<file path="config.mk">
export PLATFORM = sky130hd
export DESIGN_NAME = fp_mul_iter
export DESIGN_NICKNAME = d
export VERILOG_FILES = /design/src/rtl/fp_mul_iter.sv
export SDC_FILE = /design/constraint.sdc
export NUM_CORES = 1
export LEC_CHECK = 0
export CORE_MARGIN = 10
export CORE_UTILIZATION = 60
export DETAILED_ROUTE_END_ITERATION = 6
export PLACE_DENSITY_LB_ADDON = 0.12
export SETUP_SLACK_MARGIN = 0.02
export SLEW_MARGIN = 20
export SYNTH_ARGS = -nofsm -noshare
export SYNTH_HDL_FRONTEND = slang
export SYNTH_SLANG_ARGS = --single-unit
</file>
<file path="constraint.sdc">
create_clock -name clk -period 12.19 [get_ports clk]
set_input_delay 2.438 -clock clk [delete_from_list [all_inputs] [get_ports clk]]
set_output_delay 2.438 -clock clk [all_outputs]
set_load 0.005 [all_outputs]
</file>
<file path="src/rtl/fp_mul_iter.sv">
`default_nettype none
// ---------------------------------------------------------------------------
// fp_mul_iter : iterative shift-add IEEE-754 style multiplier (RNE, flags)
// Revision    : 1.0
// ---------------------------------------------------------------------------
module fp_mul_iter #(
  parameter int EXP_W = 5,
  parameter int MAN_W = 10
) (
  input  logic                   clk,
  input  logic                   rst_n,
  input  logic                   in_valid,
  output logic                   in_ready,
  input  logic [EXP_W+MAN_W:0]   in_a,
  input  logic [EXP_W+MAN_W:0]   in_b,
  output logic                   out_valid,
  input  logic                   out_ready,
  output logic [EXP_W+MAN_W:0]   out_result,
  output logic [3:0]             out_flags
);

  localparam int W     = 1 + EXP_W + MAN_W;
  localparam int P     = MAN_W + 1;
  localparam int PW    = 2 * P;
  localparam int EW    = EXP_W + 2;
  localparam int BIAS  = 2 ** (EXP_W - 1) - 1;
  localparam int EMAX  = 2 ** EXP_W - 1;
  localparam int SHMAX = 2 * MAN_W + 4;
  localparam int CW    = $clog2(P + 1);
  localparam logic [W-1:0] QNAN = {1'b0, {EXP_W{1'b1}}, 1'b1, {(MAN_W-1){1'b0}}};

  typedef enum logic [2:0] {
    IDLE  = 3'd0,
    MULT  = 3'd1,
    NORM  = 3'd2,
    ROUND = 3'd3,
    HOLD  = 3'd4
  } state_t;

  state_t state, state_nxt;

  logic                 sign;
  logic                 a_nan, a_snan, a_inf, a_zero;
  logic                 b_nan, b_snan, b_inf, b_zero;
  logic [EXP_W-1:0]     ea, eb;
  logic signed [EW-1:0] e;
  logic [PW-1:0]        mcand;
  logic [P-1:0]         mplier;
  logic [PW-1:0]        prod;
  logic                 sticky;
  logic [CW-1:0]        cnt;

  // operand unpacking
  logic [EXP_W-1:0] a_exp, b_exp;
  logic [MAN_W-1:0] a_frac, b_frac;
  logic             a_ez, b_ez, a_eo, b_eo;

  assign a_exp  = in_a[W-2:MAN_W];
  assign b_exp  = in_b[W-2:MAN_W];
  assign a_frac = in_a[MAN_W-1:0];
  assign b_frac = in_b[MAN_W-1:0];
  assign a_ez   = (a_exp == '0);
  assign b_ez   = (b_exp == '0);
  assign a_eo   = &a_exp;
  assign b_eo   = &b_exp;

  assign in_ready  = (state == IDLE);
  assign out_valid = (state == HOLD);

  always_ff @(posedge clk or negedge rst_n) begin
    if (!rst_n) state <= IDLE;
    else        state <= state_nxt;
  end

  always_comb begin
    state_nxt = state;
    case (state)
      IDLE:    if (in_valid) state_nxt = MULT;
      MULT:    if (cnt == CW'(P)) state_nxt = NORM;
      NORM:    state_nxt = ROUND;
      ROUND:   state_nxt = HOLD;
      HOLD:    if (out_ready) state_nxt = IDLE;
      default: state_nxt = IDLE;
    endcase
  end

  // normalisation: leading one moved to the top bit, exponent clamped at 1,
  // then right shift into the subnormal range with sticky collection
  int                   n_lz, n_e1, n_sl, n_e2, n_sr;
  logic [PW-1:0]        n_shl, n_prod;
  logic                 n_stk;
  logic signed [EW-1:0] n_e;

  always_comb begin
    n_lz = PW;
    for (int i = 0; i < PW; i++)
      if (prod[i]) n_lz = PW - 1 - i;
    n_e1 = int'(e) + 1;
    n_sl = 0;
    if (n_e1 > 1) n_sl = (n_lz < n_e1 - 1) ? n_lz : n_e1 - 1;
    n_e2 = n_e1 - n_sl;
    n_sr = 0;
    if (n_e2 < 1) n_sr = (1 - n_e2 > SHMAX) ? SHMAX : 1 - n_e2;
    n_shl = prod << n_sl;
    n_stk = 1'b0;
    for (int i = 0; i < PW; i++)
      if (i < n_sr && n_shl[i]) n_stk = 1'b1;
    n_prod = n_shl >> n_sr;
    n_e    = n_prod[PW-1] ? EW'(n_e2) : '0;
  end

  // rounding and special-case resolution
  logic [P-1:0]     r_sig;
  logic             r_guard, r_stk, r_inc, r_inexact, r_tiny;
  logic [P:0]       r_sum;
  int               r_exp;
  logic [MAN_W-1:0] r_frac;
  logic [W-1:0]     r_res;
  logic [3:0]       r_flg;

  always_comb begin
    r_sig     = prod[PW-1:MAN_W+1];
    r_guard   = prod[MAN_W];
    r_stk     = (|prod[MAN_W-1:0]) | sticky;
    r_inc     = r_guard & (r_stk | r_sig[0]);
    r_sum     = {1'b0, r_sig} + (P+1)'(r_inc);
    r_inexact = r_guard | r_stk;
    r_tiny    = (e == '0);
    if (r_tiny) begin
      r_exp  = r_sum[MAN_W] ? 1 : 0;
      r_frac = r_sum[MAN_W-1:0];
    end else if (r_sum[P]) begin
      r_exp  = int'(e) + 1;
      r_frac = r_sum[MAN_W:1];
    end else begin
      r_exp  = int'(e);
      r_frac = r_sum[MAN_W-1:0];
    end

    if (a_nan | b_nan) begin
      r_res = QNAN;
      r_flg = {a_snan | b_snan, 3'b000};
    end else if ((a_inf & b_zero) | (a_zero & b_inf)) begin
      r_res = QNAN;
      r_flg = 4'b1000;
    end else if (a_inf | b_inf) begin
      r_res = {sign, {EXP_W{1'b1}}, {MAN_W{1'b0}}};
      r_flg = 4'b0000;
    end else if (a_zero | b_zero) begin
      r_res = {sign, {(W-1){1'b0}}};
      r_flg = 4'b0000;
    end else if (r_exp >= EMAX) begin
      r_res = {sign, {EXP_W{1'b1}}, {MAN_W{1'b0}}};
      r_flg = 4'b0101;
    end else begin
      r_res = {sign, EXP_W'(r_exp), r_frac};
      r_flg = {2'b00, r_tiny & r_inexact, r_inexact};
    end
  end

  always_ff @(posedge clk or negedge rst_n) begin
    if (!rst_n) begin
      sign       <= 1'b0;
      a_nan      <= 1'b0;
      a_snan     <= 1'b0;
      a_inf      <= 1'b0;
      a_zero     <= 1'b0;
      b_nan      <= 1'b0;
      b_snan     <= 1'b0;
      b_inf      <= 1'b0;
      b_zero     <= 1'b0;
      ea         <= '0;
      eb         <= '0;
      e          <= '0;
      mcand      <= '0;
      mplier     <= '0;
      prod       <= '0;
      sticky     <= 1'b0;
      cnt        <= '0;
      out_result <= '0;
      out_flags  <= '0;
    end else begin
      case (state)
        IDLE: if (in_valid) begin
          sign   <= in_a[W-1] ^ in_b[W-1];
          a_nan  <= a_eo & (a_frac != '0);
          a_snan <= a_eo & (a_frac != '0) & ~a_frac[MAN_W-1];
          a_inf  <= a_eo & (a_frac == '0);
          a_zero <= a_ez & (a_frac == '0);
          b_nan  <= b_eo & (b_frac != '0);
          b_snan <= b_eo & (b_frac != '0) & ~b_frac[MAN_W-1];
          b_inf  <= b_eo & (b_frac == '0);
          b_zero <= b_ez & (b_frac == '0);
          // subnormals: hidden bit 0, effective exponent 1
          ea     <= a_ez ? EXP_W'(1) : a_exp;
          eb     <= b_ez ? EXP_W'(1) : b_exp;
          mcand  <= PW'({~a_ez, a_frac});
          mplier <= {~b_ez, b_frac};
          prod   <= '0;
          sticky <= 1'b0;
          cnt    <= '0;
        end
        MULT: begin
          cnt <= cnt + CW'(1);
          if (cnt == '0) begin
            e <= EW'(ea) + EW'(eb) - EW'(BIAS);
          end else begin
            if (mplier[0]) prod <= prod + mcand;
            mcand  <= mcand << 1;
            mplier <= mplier >> 1;
          end
        end
        NORM: begin
          prod   <= n_prod;
          e      <= n_e;
          sticky <= n_stk;
        end
        ROUND: begin
          out_result <= r_res;
          out_flags  <= r_flg;
        end
        default: ;
      endcase
    end
  end

endmodule
`default_nettype wire

</file>
==> flow_summary.yaml <==
route:
  wl_um: 43300
  ant_nets: 0
  drt-pass1-iter-count: 6
  route.detailed.drc: 0
  num_vias: 13980
  drtIter0Drc: 1727
  wl_per_cell_um: 21.36
  viasPerCell: 6.897
global_route:
  overflow: 0
  grt_util_all_layers: 0.2935
  grt_pass1_wl_um: 68830
  grt_pass1_vias: 12800
  use_met1: 0.3979
  grt.met2_usage: 0.4589
  grt_antenna_before_repair: 0
  grt_start_max_net_pins: 75
  grt.busiest_layer: "met2"
  gr-usage-met3: 0.05009
worst_setup_path:
  rrSetupSlack_ns: 0.82
  path_class: "reg -> reg"
  crit_top_cell: "ha_1"
  cp.required_ns: 12.45
  worstPathArrival_ns: 11.63
  worstSetupStartpointType: "flip-flop"
  crit_fanout: 32
  max_stage_delay_ns: 0.93
  slowest_stage: "fa_1"
  cp-end-kind: "flip-flop"
clock_tree:
  clock-sinks: 109
  clockBufferDepth: 2
  htreeDepth: 3
  cts_buffers: 9
  clk_latency_ns: 0.37
  path_clk_slew_ns: 0.09
  clockRootBuffer: "clkbuf_16"
  cts_tree: "yes"
synth:
  syn-num-nets: 1894
  ys_seq_elements: 109
  synth_cell_types: 96
  ys_seq_area_frac: 0.2100
  yosysMostFrequentCell: "nand2_1"
  syn_avg_cell_area_um2: 7.325
  synthesis.instances: 1773
  synth_common_cells: "253 x nand2_1, 155 x nor2_1, 124 x a21oi_1"
  synth_top_area_frac: 0.2100
  netlist_area_um2: 12990
  yosysTopAreaCell: "dfrtp_1"
  yosysWarnings: 0
  synth_edf_count: 0
  ys.flop_type: "dfrtp_1"
  synthArstFlopShare: 1.000
  synth_area_leaders: "dfrtp_1 21%, ha_1 7.9%, nand2_1 7.3%"
floorplanning:
  die-width_um: 167.1
  ios: 58
  core_um2: 21150
  start_util: 0.6139
  row_count: 53
  die_area_um2: 27930
  die_y_um: 167.1
place:
  dp_hpwl_um: 32760
  io_buffers: 57
  routabilityCongestion: 1.047
sta:
  drv_slew: 0
  finClkSkew_ns: 0.01380
  fin_crit_sh: 0.9325
  max_freq_mhz: 87.97
  max_slew_margin: 0.3036
  setup_viol: 0
  fin_crit_ns: 11.37
  tightest_slew_ns: 1.041
  finalHoldViolations: 0
  hold_slack_ns: 0.4816
  finalSetupTns_ns: 0
  rsz0062_at_grt: "false"
final_layout:
  drive_gt1_frac: 0.04509
  synthToLayoutAreaGrowth_pct: 6.879
  nNetsFinal: 1868
  antenna_cells: 0
run_status:
  status: "finished clean"
run:
  max-cap-violations: 0
hold_path:
  hold_class: "reg -> reg"
## per-layer routing
| layer | up-vias | share of wire |
|---|---|---|
| li1 | 6490 | - |
| met1 | 6568 | 0.42 |
| met2 | 802 | 0.45 |
| met3 | 121 | 0.094 |
| met4 | 0 | 0.035 |
| met5 | - | 0 |
## cells in the final DEF, fill, tap and decap left out, drive strengths merged, types with 13 or more instances in the layout
cell type and instances:
mux2i 67, or3 18, a31oi 37, nand2b 21, xor2 24, clkdlybuf4s50 56, buf 17, inv 65
nor3 45, nor4 23, a21o 34, a211o 14, dfrtp 109, o21ai 123, o211ai 16, nand3 68
and2 13, o22ai 19, nand4 22, and3 15, ha 82, xnor2 52, a21oi 124, nor2 158
a211oi 28, o31ai 17, nor2b 17, nand2 253
## logic make-up (layout without fill, tap and decap cells)
logic type                 after synthesis  after routing  synth area share
and+or+nand+nor                        703            703            0.2602
AOI/OAI and AO/OA                      548            548            0.2787
buffers and inverters                  173            152           0.05356
DFF                                    109            109            0.2100
adders and majority gates               85             85           0.08362
muxes                                   79             79           0.06204
xor gates and xnor gates                76             76           0.05183
## worst max-delay path, delay by kind of cell (launching register included)
kind	cells	cell delay (ns)
AND/OR/NAND/NOR	12	3.97
adder cells (fa/ha/maj)	6	2.91
AO/OA/AOI/OAI	8	1.82
multiplexers	2	0.94
buffers and inverters	3	0.85
flip-flops	1	0.58
XOR/XNOR	1	0.16
## final timing paths
check | from | to | depth (start not counted)
max in group asynchronous | rst_n | mcand[19]$_DFFE_PN0P_ | 2
max reg2reg | e[0]$_DFFE_PN0P_ | prod[6]$_DFFE_PN0P_ | 32
min | ea[3]$_DFFE_PN0P_ | ea[3]$_DFFE_PN0P_ | 2
min reg2reg | ea[3]$_DFFE_PN0P_ | ea[3]$_DFFE_PN0P_ | 2
max | e[0]$_DFFE_PN0P_ | prod[6]$_DFFE_PN0P_ | 32
min in group asynchronous | rst_n | prod[1]$_DFFE_PN0P_ | 1
## layout make-up
type | count | area [µm²]
inverters | 63 | 236.5
flip-flops and latches | 109 | 2728
repair buffers | 73 | 688.2
fillers | 1880 | 7273
clock inverters | 7 | 81.33
well taps | 275 | 344.1
multi-input cells | 1491 | 9578
clock buffers | 9 | 225.2
## flip-flops by register name, indices dropped and copies added, names as in the netlist, 3 cells and up
name,cells
eb,5
mcand,22
state,3
out_flags,4
out_result,16
prod,22
cnt,4
e,7
ea,5
mplier,11
## metrics by stage
stage	utilization	area, µm²	std cells	setup slack (ns)
detailed placement	0.6412	13560	2011	0.9007
CTS	0.6556	13870	2027	0.8994
global placement	0.6412	13560	2011	1.200
global route	0.6562	13880	2027	0.1455
floorplan	-	12990	1773	2.125
finish	0.6562	13880	2027	0.8225
## timing repair
action,4_1_cts,5_1_grt
hold buffers,0,0
resized for setup,0,2
endpoints found under the setup margin,0,4
setup buffers,0,0
Power is left out: the tool's default activity adds up to more than one toggle a clock period on the data nets, which glitch-free logic cannot reach.
